`config.mk`:
```
export PLATFORM = sky130hd
export DESIGN_NAME = morse_pulse_decoder
export DESIGN_NICKNAME = d
export VERILOG_FILES = /design/src/rtl/morse_pkg.sv /design/src/rtl/morse_input_filter.sv /design/src/rtl/morse_pulse_decoder.sv
export SDC_FILE = /design/constraint.sdc
export NUM_CORES = 1
export LEC_CHECK = 0
export CELL_PAD_IN_SITES_DETAIL_PLACEMENT = 0
export CELL_PAD_IN_SITES_GLOBAL_PLACEMENT = 1
export CORE_AREA = 2 2 79 81
export CTS_BUF_LIST = sky130_fd_sc_hd__clkbuf_8
export DETAILED_ROUTE_END_ITERATION = 12
export DIE_AREA = 0 0 81 83
export PLACE_DENSITY_LB_ADDON = 0.05
export SKIP_CTS_REPAIR_TIMING = 1
export SLEW_MARGIN = 20
export SYNTH_ARGS = -nofsm -noshare
export SYNTH_HDL_FRONTEND = slang
export SYNTH_HIERARCHICAL = 1
export SYNTH_SLANG_ARGS = --single-unit
```
`constraint.sdc`:
```
create_clock -name CLK -period 4.5 [get_ports CLK]
set_clock_uncertainty 0.15 [all_clocks]
set_input_delay 0.675 -clock CLK [delete_from_list [all_inputs] [get_ports CLK]]
set_output_delay 0.675 -clock CLK [all_outputs]
set_load 0.05 [all_outputs]
```
`src/rtl/morse_pkg.sv`:
```
// Shared types and timing thresholds for the Morse pulse decoder.
// Thresholds are in Morse units; the instantiating block scales them by its unit length.
package morse_pkg;

   typedef enum logic [1:0] {
      IDLE  = 2'd0,
      MARK  = 2'd1,
      SPACE = 2'd2
   } state_t;

   typedef enum logic {
      DOT  = 1'b0,
      DASH = 1'b1
   } elem_t;

   localparam int DASH_UNITS       = 2;
   localparam int LETTER_GAP_UNITS = 2;
   localparam int WORD_GAP_UNITS   = 5;
   localparam int SAT_UNITS        = 7;

   function automatic int dur_width(input int unit_cycles);
      return $clog2(SAT_UNITS * unit_cycles + 1);
   endfunction

endpackage

```
`src/rtl/morse_input_filter.sv`:
```
// Synchronises the raw on/off input and rejects pulses shorter than GLITCH_CYCLES.
// Produces the accepted level plus one-cycle strobes in the first cycle of each new level.
module morse_input_filter #(
   parameter int GLITCH_CYCLES = 1024
) (
   input  logic clk,
   input  logic rst_n,
   input  logic sig,
   output logic level,
   output logic rise,
   output logic fall
);

   localparam int CW = (GLITCH_CYCLES > 1) ? $clog2(GLITCH_CYCLES) : 1;
   localparam logic [CW-1:0] CNT_LAST = CW'(GLITCH_CYCLES - 1);

   logic          sync1_r;
   logic          sync2_r;
   logic          level_r;
   logic          rise_r;
   logic          fall_r;
   logic [CW-1:0] cnt_r;

   // Two-flop synchroniser for the asynchronous input
   always_ff @(posedge clk or negedge rst_n) begin
      if (!rst_n) begin
         sync1_r <= 1'b0;
         sync2_r <= 1'b0;
      end else begin
         sync1_r <= sig;
         sync2_r <= sync1_r;
      end
   end

   // Level flips once the synchronised input has disagreed for GLITCH_CYCLES cycles
   always_ff @(posedge clk or negedge rst_n) begin
      if (!rst_n) begin
         level_r <= 1'b0;
         rise_r  <= 1'b0;
         fall_r  <= 1'b0;
         cnt_r   <= {CW{1'b0}};
      end else begin
         rise_r <= 1'b0;
         fall_r <= 1'b0;
         if (sync2_r != level_r) begin
            if (cnt_r == CNT_LAST) begin
               level_r <= sync2_r;
               rise_r  <= sync2_r;
               fall_r  <= ~sync2_r;
               cnt_r   <= {CW{1'b0}};
            end else begin
               cnt_r <= cnt_r + CW'(1);
            end
         end else begin
            cnt_r <= {CW{1'b0}};
         end
      end
   end

   assign level = level_r;
   assign rise  = rise_r;
   assign fall  = fall_r;

endmodule

```
`src/rtl/morse_pulse_decoder.sv`:
```
// Decodes filtered on/off keying into Morse letters: times marks and spaces,
// accumulates dot/dash elements and reports one letter per letter gap plus word ends.
module morse_pulse_decoder
   import morse_pkg::*;
#(
   parameter int UNIT_CYCLES   = 2097152,
   parameter int GLITCH_CYCLES = 1024,
   parameter int MAX_ELEMS     = 6
) (
   input  logic                 CLK,
   input  logic                 RESETN,
   input  logic                 SIG,
   output logic                 SYM_VALID,
   output logic [MAX_ELEMS-1:0] SYM_CODE,
   output logic [2:0]           SYM_LEN,
   output logic                 SYM_ERR,
   output logic                 WORD_END,
   output logic                 LED
);

   localparam int DW = dur_width(UNIT_CYCLES);
   localparam logic [DW-1:0] DUR_ONE    = DW'(1);
   localparam logic [DW-1:0] DUR_DASH   = DW'(DASH_UNITS * UNIT_CYCLES);
   localparam logic [DW-1:0] DUR_LETTER = DW'(LETTER_GAP_UNITS * UNIT_CYCLES);
   localparam logic [DW-1:0] DUR_WORD   = DW'(WORD_GAP_UNITS * UNIT_CYCLES);
   localparam logic [DW-1:0] DUR_SAT    = DW'(SAT_UNITS * UNIT_CYCLES);
   localparam logic [2:0]    LEN_MAX    = 3'(MAX_ELEMS);

   logic                 level_s;
   logic                 rise_s;
   logic                 fall_s;
   logic [DW-1:0]        dur_r;
   state_t               state_r,     state_s;
   logic [MAX_ELEMS-1:0] code_r,      code_s;
   logic [2:0]           len_r,       len_s;
   logic                 err_r,       err_s;
   logic                 sym_valid_r, sym_valid_s;
   logic                 word_end_r,  word_end_s;
   logic [MAX_ELEMS-1:0] sym_code_r,  sym_code_s;
   logic [2:0]           sym_len_r,   sym_len_s;
   logic                 sym_err_r,   sym_err_s;
   elem_t                elem_s;
   logic [MAX_ELEMS-1:0] elem_vec_s;

   morse_input_filter #(
      .GLITCH_CYCLES(GLITCH_CYCLES)
   ) u_filter (
      .clk  (CLK),
      .rst_n(RESETN),
      .sig  (SIG),
      .level(level_s),
      .rise (rise_s),
      .fall (fall_s)
   );

   // Cycles since the last filtered edge, saturating
   always_ff @(posedge CLK or negedge RESETN) begin
      if (!RESETN) begin
         dur_r <= {DW{1'b0}};
      end else if (rise_s || fall_s) begin
         dur_r <= DUR_ONE;
      end else if (dur_r != DUR_SAT) begin
         dur_r <= dur_r + DW'(1);
      end else begin
         dur_r <= dur_r;
      end
   end

   // Next-state, accumulator and output decisions; an edge always pre-empts a gap threshold
   always_comb begin
      state_s     = state_r;
      code_s      = code_r;
      len_s       = len_r;
      err_s       = err_r;
      sym_valid_s = 1'b0;
      word_end_s  = 1'b0;
      sym_code_s  = sym_code_r;
      sym_len_s   = sym_len_r;
      sym_err_s   = sym_err_r;
      elem_s      = (dur_r >= DUR_DASH) ? DASH : DOT;
      elem_vec_s  = {{(MAX_ELEMS-1){1'b0}}, elem_s};
      case (state_r)
         IDLE: begin
            if (rise_s) begin
               state_s = MARK;
            end else begin
               state_s = IDLE;
            end
         end
         MARK: begin
            if (fall_s) begin
               if (len_r < LEN_MAX) begin
                  code_s = code_r | (elem_vec_s << len_r);
                  len_s  = len_r + 3'd1;
               end else begin
                  err_s = 1'b1;
               end
               state_s = SPACE;
            end else begin
               state_s = MARK;
            end
         end
         SPACE: begin
            if (rise_s) begin
               state_s = MARK;
            end else if (dur_r == DUR_LETTER) begin
               sym_valid_s = 1'b1;
               sym_code_s  = code_r;
               sym_len_s   = len_r;
               sym_err_s   = err_r;
               code_s      = {MAX_ELEMS{1'b0}};
               len_s       = 3'd0;
               err_s       = 1'b0;
            end else if (dur_r == DUR_WORD) begin
               word_end_s = 1'b1;
               state_s    = IDLE;
            end else begin
               state_s = SPACE;
            end
         end
         default: begin
            state_s = IDLE;
         end
      endcase
   end

   // State, letter accumulator and registered outputs
   always_ff @(posedge CLK or negedge RESETN) begin
      if (!RESETN) begin
         state_r     <= IDLE;
         code_r      <= {MAX_ELEMS{1'b0}};
         len_r       <= 3'd0;
         err_r       <= 1'b0;
         sym_valid_r <= 1'b0;
         word_end_r  <= 1'b0;
         sym_code_r  <= {MAX_ELEMS{1'b0}};
         sym_len_r   <= 3'd0;
         sym_err_r   <= 1'b0;
      end else begin
         state_r     <= state_s;
         code_r      <= code_s;
         len_r       <= len_s;
         err_r       <= err_s;
         sym_valid_r <= sym_valid_s;
         word_end_r  <= word_end_s;
         sym_code_r  <= sym_code_s;
         sym_len_r   <= sym_len_s;
         sym_err_r   <= sym_err_s;
      end
   end

   assign SYM_VALID = sym_valid_r;
   assign SYM_CODE  = sym_code_r;
   assign SYM_LEN   = sym_len_r;
   assign SYM_ERR   = sym_err_r;
   assign WORD_END  = word_end_r;
   assign LED       = level_s;

endmodule

```
==> impl_metrics.env <==
export IMPL_avgSynthCellArea_sq_um=10.5
export IMPL_ys_warn_count=6
export IMPL_rsz0062_at_grt="no"
export IMPL_cts_max_path_buffers=2
export IMPL_layout_nets=310
export IMPL_antenna_found_initial=0
export IMPL_dp_hpwl_mm=3.74
export IMPL_path_clk_slew_ns=0.07
export IMPL_p_comb_frac=0.018
export IMPL_place_gp_congestion=0.722
export IMPL_worstSetupEndpointType="register"
export IMPL_yosys_top_cells_area="dfrtp_1 (53%), nor2_1 (4.0%), mux2_2 (3.8%)"
export IMPL_ff2ff_path_depth=6
export IMPL_cp_depth=6
export IMPL_outcome="finished, final reports clean"
export IMPL_worstSkewPairLatency_ns=0.34
export IMPL_fin_setup_tns_ns=0
export IMPL_cts_sinks=63
export IMPL_gr_total_overflow=0
export IMPL_worst_slew_pin_slew_ns=0.896
export IMPL_clkPwrFrac=0.448
export IMPL_yosysTopAreaCell="dfrtp_1"
export IMPL_synth_seq_area_share=0.527
export IMPL_ys_types=48
export IMPL_critical_path_top_delay_family="simple AND/OR/NAND/NOR gates"
export IMPL_max_cap_viol_count=0
export IMPL_grt_pass1_vias=2004
export IMPL_firstDrtPassIters=4
export IMPL_dieArea_sq_um=6720
export IMPL_powerDensity_nw_per_um2=316
export IMPL_antenna_left=0
export IMPL_h_tree_depth=3
export IMPL_drt_initial_drc_count=119
export IMPL_period_share=0.603
export IMPL_grt_total_usage=0.183
export IMPL_start_util=0.515
export IMPL_worstPathArrival_ns=2.78
export IMPL_cp_buffers_inverters=1
export IMPL_async_reset_ff_frac=1.00
export IMPL_swShare=0.227
export IMPL_leakage_uw=0.00147
export IMPL_synth_edff_count=0
export IMPL_hold_violations=0
export IMPL_cp_required_ns=4.57
export IMPL_slew_viol_final=0
export IMPL_synth_top_area_frac=0.527
export IMPL_netlist_instances=285
export IMPL_numCtsBuffers=9
export IMPL_path_cells="inv_1, ha_1, nor4b_1, nand4_1, nor3_4, mux2_2"
export IMPL_viasPerCell=5.58
export IMPL_p_sw_uw=244
export IMPL_cts_root_buffer="clkbuf_8"
export IMPL_post_route_util=0.584
export IMPL_sequentialPowerShare=0.534
export IMPL_port_buffers=15
export IMPL_hold_depth=0
export IMPL_routedWlPerCell_um=14.2
export IMPL_setup_worst_path_class="register to register"
export IMPL_die_w_um=81
export IMPL_grt_max_degree=38
export IMPL_core_sq_um=5820
export IMPL_fmax_ghz=0.369
export IMPL_path_max_fanout=19
export IMPL_grt_pass1_wl_mm=9.52
export IMPL_synth_ff_type="dfrtp_1"
export IMPL_diodes=0
export IMPL_ios=16
export IMPL_post_synth_top_count_cell="dfrtp_1"
export IMPL_cts_tree="done"
export IMPL_startpoint_type="register"
export IMPL_hold_class="register to register"
export IMPL_synth_common_cells="dfrtp_1 (63), nor2_1 (32), a21oi_1 (19)"
export IMPL_ys_ff_latch=63
export IMPL_fp_dieH_um=83
export IMPL_p_int_uw=829
export IMPL_finalSetupViolCount=0
export IMPL_synth_net_count=292
export IMPL_layout_min_cycle_time_ns=2.71
export IMPL_cp_slowest_stage_delay_ns=0.69
export IMPL_vias=2138
export IMPL_drt_total_wl_mm=5.44
export IMPL_area_delta_synth_final_pct=13.5
export IMPL_rows=28
export IMPL_ir_drop_mv=0.247
export IMPL_drc_errors=0
export IMPL_crit_slowest_cell="nor3_4"
export IMPL_timing_slew_headroom=0.397
export IMPL_drive_above_1_share=0.127
export IMPL_netlist_area_sq_um=2990
[flip-flops by register name, indices dropped and copies added (netlist names), 2 cells and up]
signal          flops
SYM_CODE            6
SYM_LEN             3
code_r              6
dur_r              24
len_r               3
state_r             2
u_filter/cnt_r     10
[worst paths after layout]
kind	start	end	slack, ns
worst max-delay path	dur_r[0]$_DFFE_PN0P_	SYM_LEN[0]$_DFFE_PN0P_	1.79
worst min-delay path	u_filter/sync1_r$_DFF_PN0_	u_filter/sync2_r$_DFF_PN0_	0.20
worst max register to register	dur_r[0]$_DFFE_PN0P_	SYM_LEN[0]$_DFFE_PN0P_	1.79
worst min register to register	u_filter/sync1_r$_DFF_PN0_	u_filter/sync2_r$_DFF_PN0_	0.20
max in group asynchronous	RESETN	err_r$_DFFE_PN0P_	3.08
min in group asynchronous	RESETN	dur_r[9]$_DFFE_PN0P_	0.27
[routing by layer]
metal  GRT usage  part of all wire  up-vias
li1            -                 -     1082
met1       0.271              0.52     1023
met2       0.252              0.43       23
met3      0.0391             0.024       10
met4      0.0878             0.021        0
met5           0                 0        -
[metrics by stage]
step                total power, uW  setup slack [ns]  cell area (sq um)  std cells  hold slack [ns]
floorplan                       589              2.13               2990        285            0.181
global placement                604              1.80               3200        367            0.185
detailed placement              605              1.76               3200        367            0.191
CTS                            1090              1.75               3400        383            0.206
global route                   1120              1.56               3400        383            0.216
finish                         1070              1.79               3400        383            0.204
[worst reg2reg max path, stage by stage (launching register included)]
cell and delay [ns]:
dfrtp_1 0.42, inv_1 0.09, ha_1 0.14, nor4b_1 0.35
nand4_1 0.34, nor3_4 0.70, mux2_2 0.42
[layout by cell type (no fill, tap or decap), types with 5 or more instances in the layout]
cell type,count
a21oi_1,19
a31oi_1,5
and4_1,5
clkbuf_8,9
clkdlybuf4s50_1,14
dfrtp_1,63
inv_1,7
mux2_2,10
nand2_1,15
nand3_1,14
nand4_1,8
nor2_1,32
nor3_1,10
nor4_1,7
o21ai_0,11
o31ai_1,5
or3_1,6
xnor2_1,10
xor2_1,6
[area by class of cell]
class	count	area, sq um
fill	525	2420
sequential	63	1580
multi-input combinational	206	1350
timing repair buffer	16	153
clock buffer	9	124
tap	75	93.8
clock inverter	7	73.8
inverter	7	26.3
[power by group through the flow]
stage	Combinational [uW]	Clock, uW	Sequential, uW
after floorplan	6.04	0	583
after global placement	20.9	0	584
after detailed placement	21.0	0	583
after CTS	20.9	495	573
after global routing	23.8	521	573
final	19.6	480	573
[kinds of logic (layout without fill, tap and decap cells)]
| family | after synthesis | after routing | share of synthesized area |
|---|---|---|---|
| muxes | 12 | 12 | 0.0452 |
| DFF | 63 | 63 | 0.527 |
| AOI/OAI and AO/OA | 48 | 48 | 0.0970 |
| xor gates and xnor gates | 16 | 16 | 0.0468 |
| buffers and inverters | 16 | 39 | 0.0217 |
| adders and majority gates | 4 | 4 | 0.0167 |
| and+or+nand+nor | 126 | 126 | 0.246 |
Power figures use the tool's default switching activity.
==> patch 1, RTL diff (same settings) <==
`GLITCH_CYCLES` is set to 1024 in 2 places; all go to 2048.
--- a/src/rtl/morse_input_filter.sv
+++ b/src/rtl/morse_input_filter.sv
@@ -1,7 +1,7 @@
 // Synchronises the raw on/off input and rejects pulses shorter than GLITCH_CYCLES.
 // Produces the accepted level plus one-cycle strobes in the first cycle of each new level.
 module morse_input_filter #(
-   parameter int GLITCH_CYCLES = 1024
+   parameter int GLITCH_CYCLES = 2048
 ) (
    input  logic clk,
    input  logic rst_n,
--- a/src/rtl/morse_pulse_decoder.sv
+++ b/src/rtl/morse_pulse_decoder.sv
@@ -4,7 +4,7 @@
    import morse_pkg::*;
 #(
    parameter int UNIT_CYCLES   = 2097152,
-   parameter int GLITCH_CYCLES = 1024,
+   parameter int GLITCH_CYCLES = 2048,
    parameter int MAX_ELEMS     = 6
 ) (
    input  logic                 CLK,
Formal check against the unedited RTL: no difference found for any inputs over 10 cycles, from zero or initial values and one cycle with RESETN low; that may be too few to reach the edited logic, so the function may still have changed.
==> patch 1 against the original RTL <==
- critical path depth unchanged
- total power is 0.96% higher
- sequential cell count increased by 1
- design area increased by 0.26%
- routed wire length grew 0.57%
- setup slack got worse by 0.011 ns
- area after synthesis is 0.33% higher
- first-iteration DRC count down 7.6%
- largest power group unchanged
- highest routed layer unchanged
==> patch 1: results (changes against the original RTL) <==
----------------------------------------------------
[Hold path]
  Path class of the lowest-slack min-delay path ... reg -> reg (unchanged)

[Cells and area]
  Fill count ... 513 (was 525)
  Footprint of the multi-input gates ... 1330 um^2 (was 1350 um^2)
  Largest registers in the final layout ... dur_r (24), u_filter/cnt_r (11) (was dur_r (24), u_filter/cnt_r (10))
  Fraction of layout cells with a size suffix above 1 ... 13.2% (was 12.7%)
  Nets ... 313 (was 310)

[Status]
  Result of the run ... finished clean (unchanged)

[Setup path]
  Master of the slowest instance on the critical path ... sky130_fd_sc_hd__nor3_4 (unchanged)
  Maximum net fanout on the critical path ... 19 (unchanged)
  Critical path arrival ... 2.79 ns (was 2.78 ns)
  Delay contributed by the slowest stage of the critical path ... 0.69 ns (about the same)

[Yosys]
  Sequential fraction of the synthesis area ... 53.3% (was 52.7%)
  Net count after synthesis ... 295 (was 292)
  Commonest cells in the synthesized netlist ... sky130_fd_sc_hd__dfrtp_1, sky130_fd_sc_hd__nor2_1, sky130_fd_sc_hd__a21oi_1 (unchanged)
  Total number of yosys warnings ... 6 (unchanged)
  Top area cells in the synthesized netlist ... sky130_fd_sc_hd__dfrtp_1, sky130_fd_sc_hd__nor2_1, sky130_fd_sc_hd__mux2_2 (unchanged)
  Share of flip-flops with an asynchronous set or reset after synthesis ... 100% (unchanged)
  Synth unique cells ... 43 (was 48)

[GRT]
  First-pass GRT wire length ... 9630 um (was 9520 um)
  Antenna violations before repair ... 0 (unchanged)
  Number of global-route vias before repair ... 1989 (was 2004)
  Largest net degree at the start of global routing ... 43 (was 38)
  Overall track demand over capacity in global routing ... 18.3% (about the same)

[Placed design]
  Count of input and output buffers ... 15 (unchanged)
  Half-perimeter wire length after placement ... 3670 um (was 3740 um)
  Gpl congestion ... 0.733 (was 0.722)

[Power]
  Reported leakage power ... 0.00148 uW (was 0.00147 uW)
  Worst vdd ir ... 198 uV (was 247 uV)

[CTS]
  CTS buffer count ... 9 (unchanged)
  Clock transition at the registers of the reported paths ... 0.07 ns (about the same)
  Deepest level of the CTS H-tree ... 3 (unchanged)
  Number of buffers on the longest clock path ... 2 (unchanged)
  Root buf cell ... sky130_fd_sc_hd__clkbuf_8 (unchanged)
  Sink count of the clock tree ... 64 (was 63)
  Skew-Pair Late Insertion Delay ... 0.33 ns

[STA]
  Max_slew headroom ... 37.9% (was 39.7%)

[Detailed routing]
  DR vias ... 2148 (was 2138)
  Iter 0 DRT Violations ... 110 (was 119)
  Aggregate routed wire length ... 5470 um (was 5440 um)
  Number of search-and-repair iterations in the first detailed-routing pass ... 4 (unchanged)

----------------------------------------------------
[patch 1: worst paths after layout]
kind | start | to | slack [ns] | cells past startpoint
setup reg to reg | dur_r[0] | SYM_CODE[4] | 1.78 | 6
setup / recovery | dur_r[0] | SYM_CODE[4] | 1.78 | 6
max in group asynchronous | RESETN | err_r | 3.02 | 2
hold reg to reg | u_filter/sync1_r | u_filter/sync2_r | 0.20 | 0
min in group asynchronous | RESETN | dur_r[8] | 0.33 | 1
hold / removal | u_filter/sync1_r | u_filter/sync2_r | 0.20 | 0
[patch 1: final cells by class]
class	instances	area share [%]
Clock buffer	9	3.64
Tap cell	75	2.75
Timing Repair Buffer	16	4.48
Clock inverter	7	2.13
Sequential cell	64	47.0
Inverter	8	0.881
Multi-Input combinational cell	207	39.1
[patch 1: metrics by stage]
| step | std cells | setup WS (ns) | instance area, um^2 |
|---|---|---|---|
| 6_report | 386 | 1.78 | 3410 |
| 4_1_cts | 386 | 1.71 | 3410 |
| 5_1_grt | 386 | 1.46 | 3410 |
| 3_5_place_dp | 370 | 1.74 | 3210 |
| 3_3_place_gp | 370 | 1.82 | 3210 |
| 2_1_floorplan | 288 | 2.13 | 3000 |
[patch 1: cell families after synthesis]
kind of cell	count (synthesis)	synth area share, %
compound gates	51	9.92
xor+xnor	16	4.67
fa+ha+maj	4	1.67
buf+inv	17	2.29
flops	64	53.3
mux	12	4.62
simple gates	124	23.5
[patch 1: worst max-delay path, delay by kind of cell (launching register included)]
| kind | cells | cell delay, ns |
|---|---|---|
| fa+ha+maj | 1 | 0.14 |
| flops | 1 | 0.42 |
| buf+inv | 1 | 0.09 |
| simple gates | 3 | 1.41 |
| mux | 1 | 0.41 |
[patch 1: report_power, final]
part	leakage [uW]	total [uW]	switching (uW)	internal, uW
Clock	0.0000952	482	227	255
Combinational	0.000507	19.7	15.1	4.63
Sequential	0.000873	581	3.13	578
Total	0.00148	1080	245	838
[patch 1: per-layer routing]
layer / share of wire (%) / routed length (um) / track usage [%]
met2: 43 / 2380 / 25.2
met3: 2.5 / 138 / 3.80
met4: 1.4 / 76 / 6.47
met1: 53 / 2880 / 28.2
met5: 0 / 0 / 0
==> patch 2, RTL diff (same settings) <==
Without the edit above. The 3 states of `state_t` get a one-hot encoding in 3 bits.
--- a/src/rtl/morse_pkg.sv
+++ b/src/rtl/morse_pkg.sv
@@ -2,10 +2,10 @@
 // Thresholds are in Morse units; the instantiating block scales them by its unit length.
 package morse_pkg;
 
-   typedef enum logic [1:0] {
-      IDLE  = 2'd0,
-      MARK  = 2'd1,
-      SPACE = 2'd2
+   typedef enum logic [2:0] {
+      IDLE  = 3'b001,
+      MARK  = 3'b010,
+      SPACE = 3'b100
    } state_t;
 
    typedef enum logic {
Check against the original RTL: same outputs for any inputs over 10 cycles, from zero or initial values and one cycle with RESETN low; not proved beyond that.
==> patch 2 against the original RTL <==
- design area increased by 2.5%
- critical path depth decreased by 5
- routed wire length rose by 1.1%
- non-clock buffer count is the same
- hold slack lost 0.0044 ns
- count of clock-buffer cells in the layout unchanged
- via count shrank 2.9%
- sequential cell count up 1
- area after synthesis increased by 2.0%
- total power is 6.8% higher
- setup slack improved by 0.27 ns
- critical path type is now reg -> out
- largest power group unchanged
==> patch 2: results (changes against the original RTL) <==
----------------------------------------------------
[Detailed routing]
  Iter 0 DRT Violations ... 102 (was 119)
  Post-DR vias/cell ... 5.54 (was 5.58)
  Aggregate routed wire length ... 5510 um (was 5440 um)

[Yosys]
  Mapped Cells ... 275 (was 285)
  Top area cells in the synthesized netlist ... sky130_fd_sc_hd__dfrtp_1, sky130_fd_sc_hd__xor2_1, sky130_fd_sc_hd__nor2_1 (was sky130_fd_sc_hd__dfrtp_1, sky130_fd_sc_hd__nor2_1, sky130_fd_sc_hd__mux2_2)
  Commonest cells in the synthesized netlist ... sky130_fd_sc_hd__dfrtp_1, sky130_fd_sc_hd__nor2_1, sky130_fd_sc_hd__xor2_1 (was sky130_fd_sc_hd__dfrtp_1, sky130_fd_sc_hd__nor2_1, sky130_fd_sc_hd__a21oi_1)
  Sequential fraction of the synthesis area ... 52.5% (was 52.7%)
  Synth unique cells ... 53 (was 48)

[Setup path]
  Number of cells traversed by the worst register-to-register path ... 7 (was 6)
  End point of the critical path ... LED (was SYM_LEN[0])
  Crit path launch ... u_filter/level (was dur_r[0])
  Delay contributed by the slowest stage of the critical path ... 0.84 ns (was 0.69 ns)
  Master of the slowest instance on the critical path ... sky130_fd_sc_hd__clkdlybuf4s50_1 (was sky130_fd_sc_hd__nor3_4)
  Critical path arrival ... 1.62 ns (was 2.78 ns)
  Endpoint of the lowest-slack register-to-register path ... SYM_ERR (was SYM_LEN[0])

[Placed design]
  Post-Place Worst Slack ... 2.32 ns (was 1.76 ns)
  Half-perimeter wire length after placement ... 3710 um (was 3740 um)
  Cells after DPL ... 359 (was 367)

[Power]
  Reported leakage power ... 0.00156 uW (was 0.00147 uW)
  Worst vdd ir ... 184 uV (was 247 uV)

[Cells and area]
  Nets ... 302 (was 310)
  Fraction of layout cells with a size suffix above 1 ... 14.3% (was 12.7%)

[GRT]
  Number of global-route vias before repair ... 1977 (was 2004)
  Overall track demand over capacity in global routing ... 18.5% (was 18.3%)
  First-pass GRT wire length ... 9560 um (was 9520 um)
  Routing usage on met3 ... 4.57% (was 3.91%)

[STA]
  Post-route minimum period ... 2.44 ns (was 2.71 ns)

[Status]
  Result of the run ... finished clean (unchanged)

----------------------------------------------------
[patch 2: logic make-up after synthesis]
kind of cell | count (synthesis) | share of synthesized area, %
compound gates | 31 | 7.17
mux | 12 | 4.88
xor+xnor | 27 | 7.75
fa+ha+maj | 4 | 1.64
flops | 64 | 52.5
simple gates | 121 | 23.8
buf+inv | 16 | 2.21
[patch 2: report_power, final]
group          total, uW  internal, uW  switching, uW  leakage, uW
sequential           582           578           3.65     0.000869
combinational       20.3          4.98           15.3     0.000593
clock                543           311            232     0.000101
total               1150           894            251      0.00156
[patch 2: through the flow]
stage	total power, uW	hold WS (ns)
floorplan	598	0.181
global placement	614	0.186
detailed placement	614	0.186
CTS	1160	0.203
global route	1190	0.219
finish	1150	0.200
[patch 2: layout make-up]
cell class | count | area [um^2]
fillers | 515 | 2330
flip-flops and latches | 64 | 1600
multi-input cells | 195 | 1380
repair buffers | 16 | 153
clock buffers | 9 | 124
clock inverters | 7 | 96.3
well taps | 75 | 93.8
inverters | 9 | 33.8
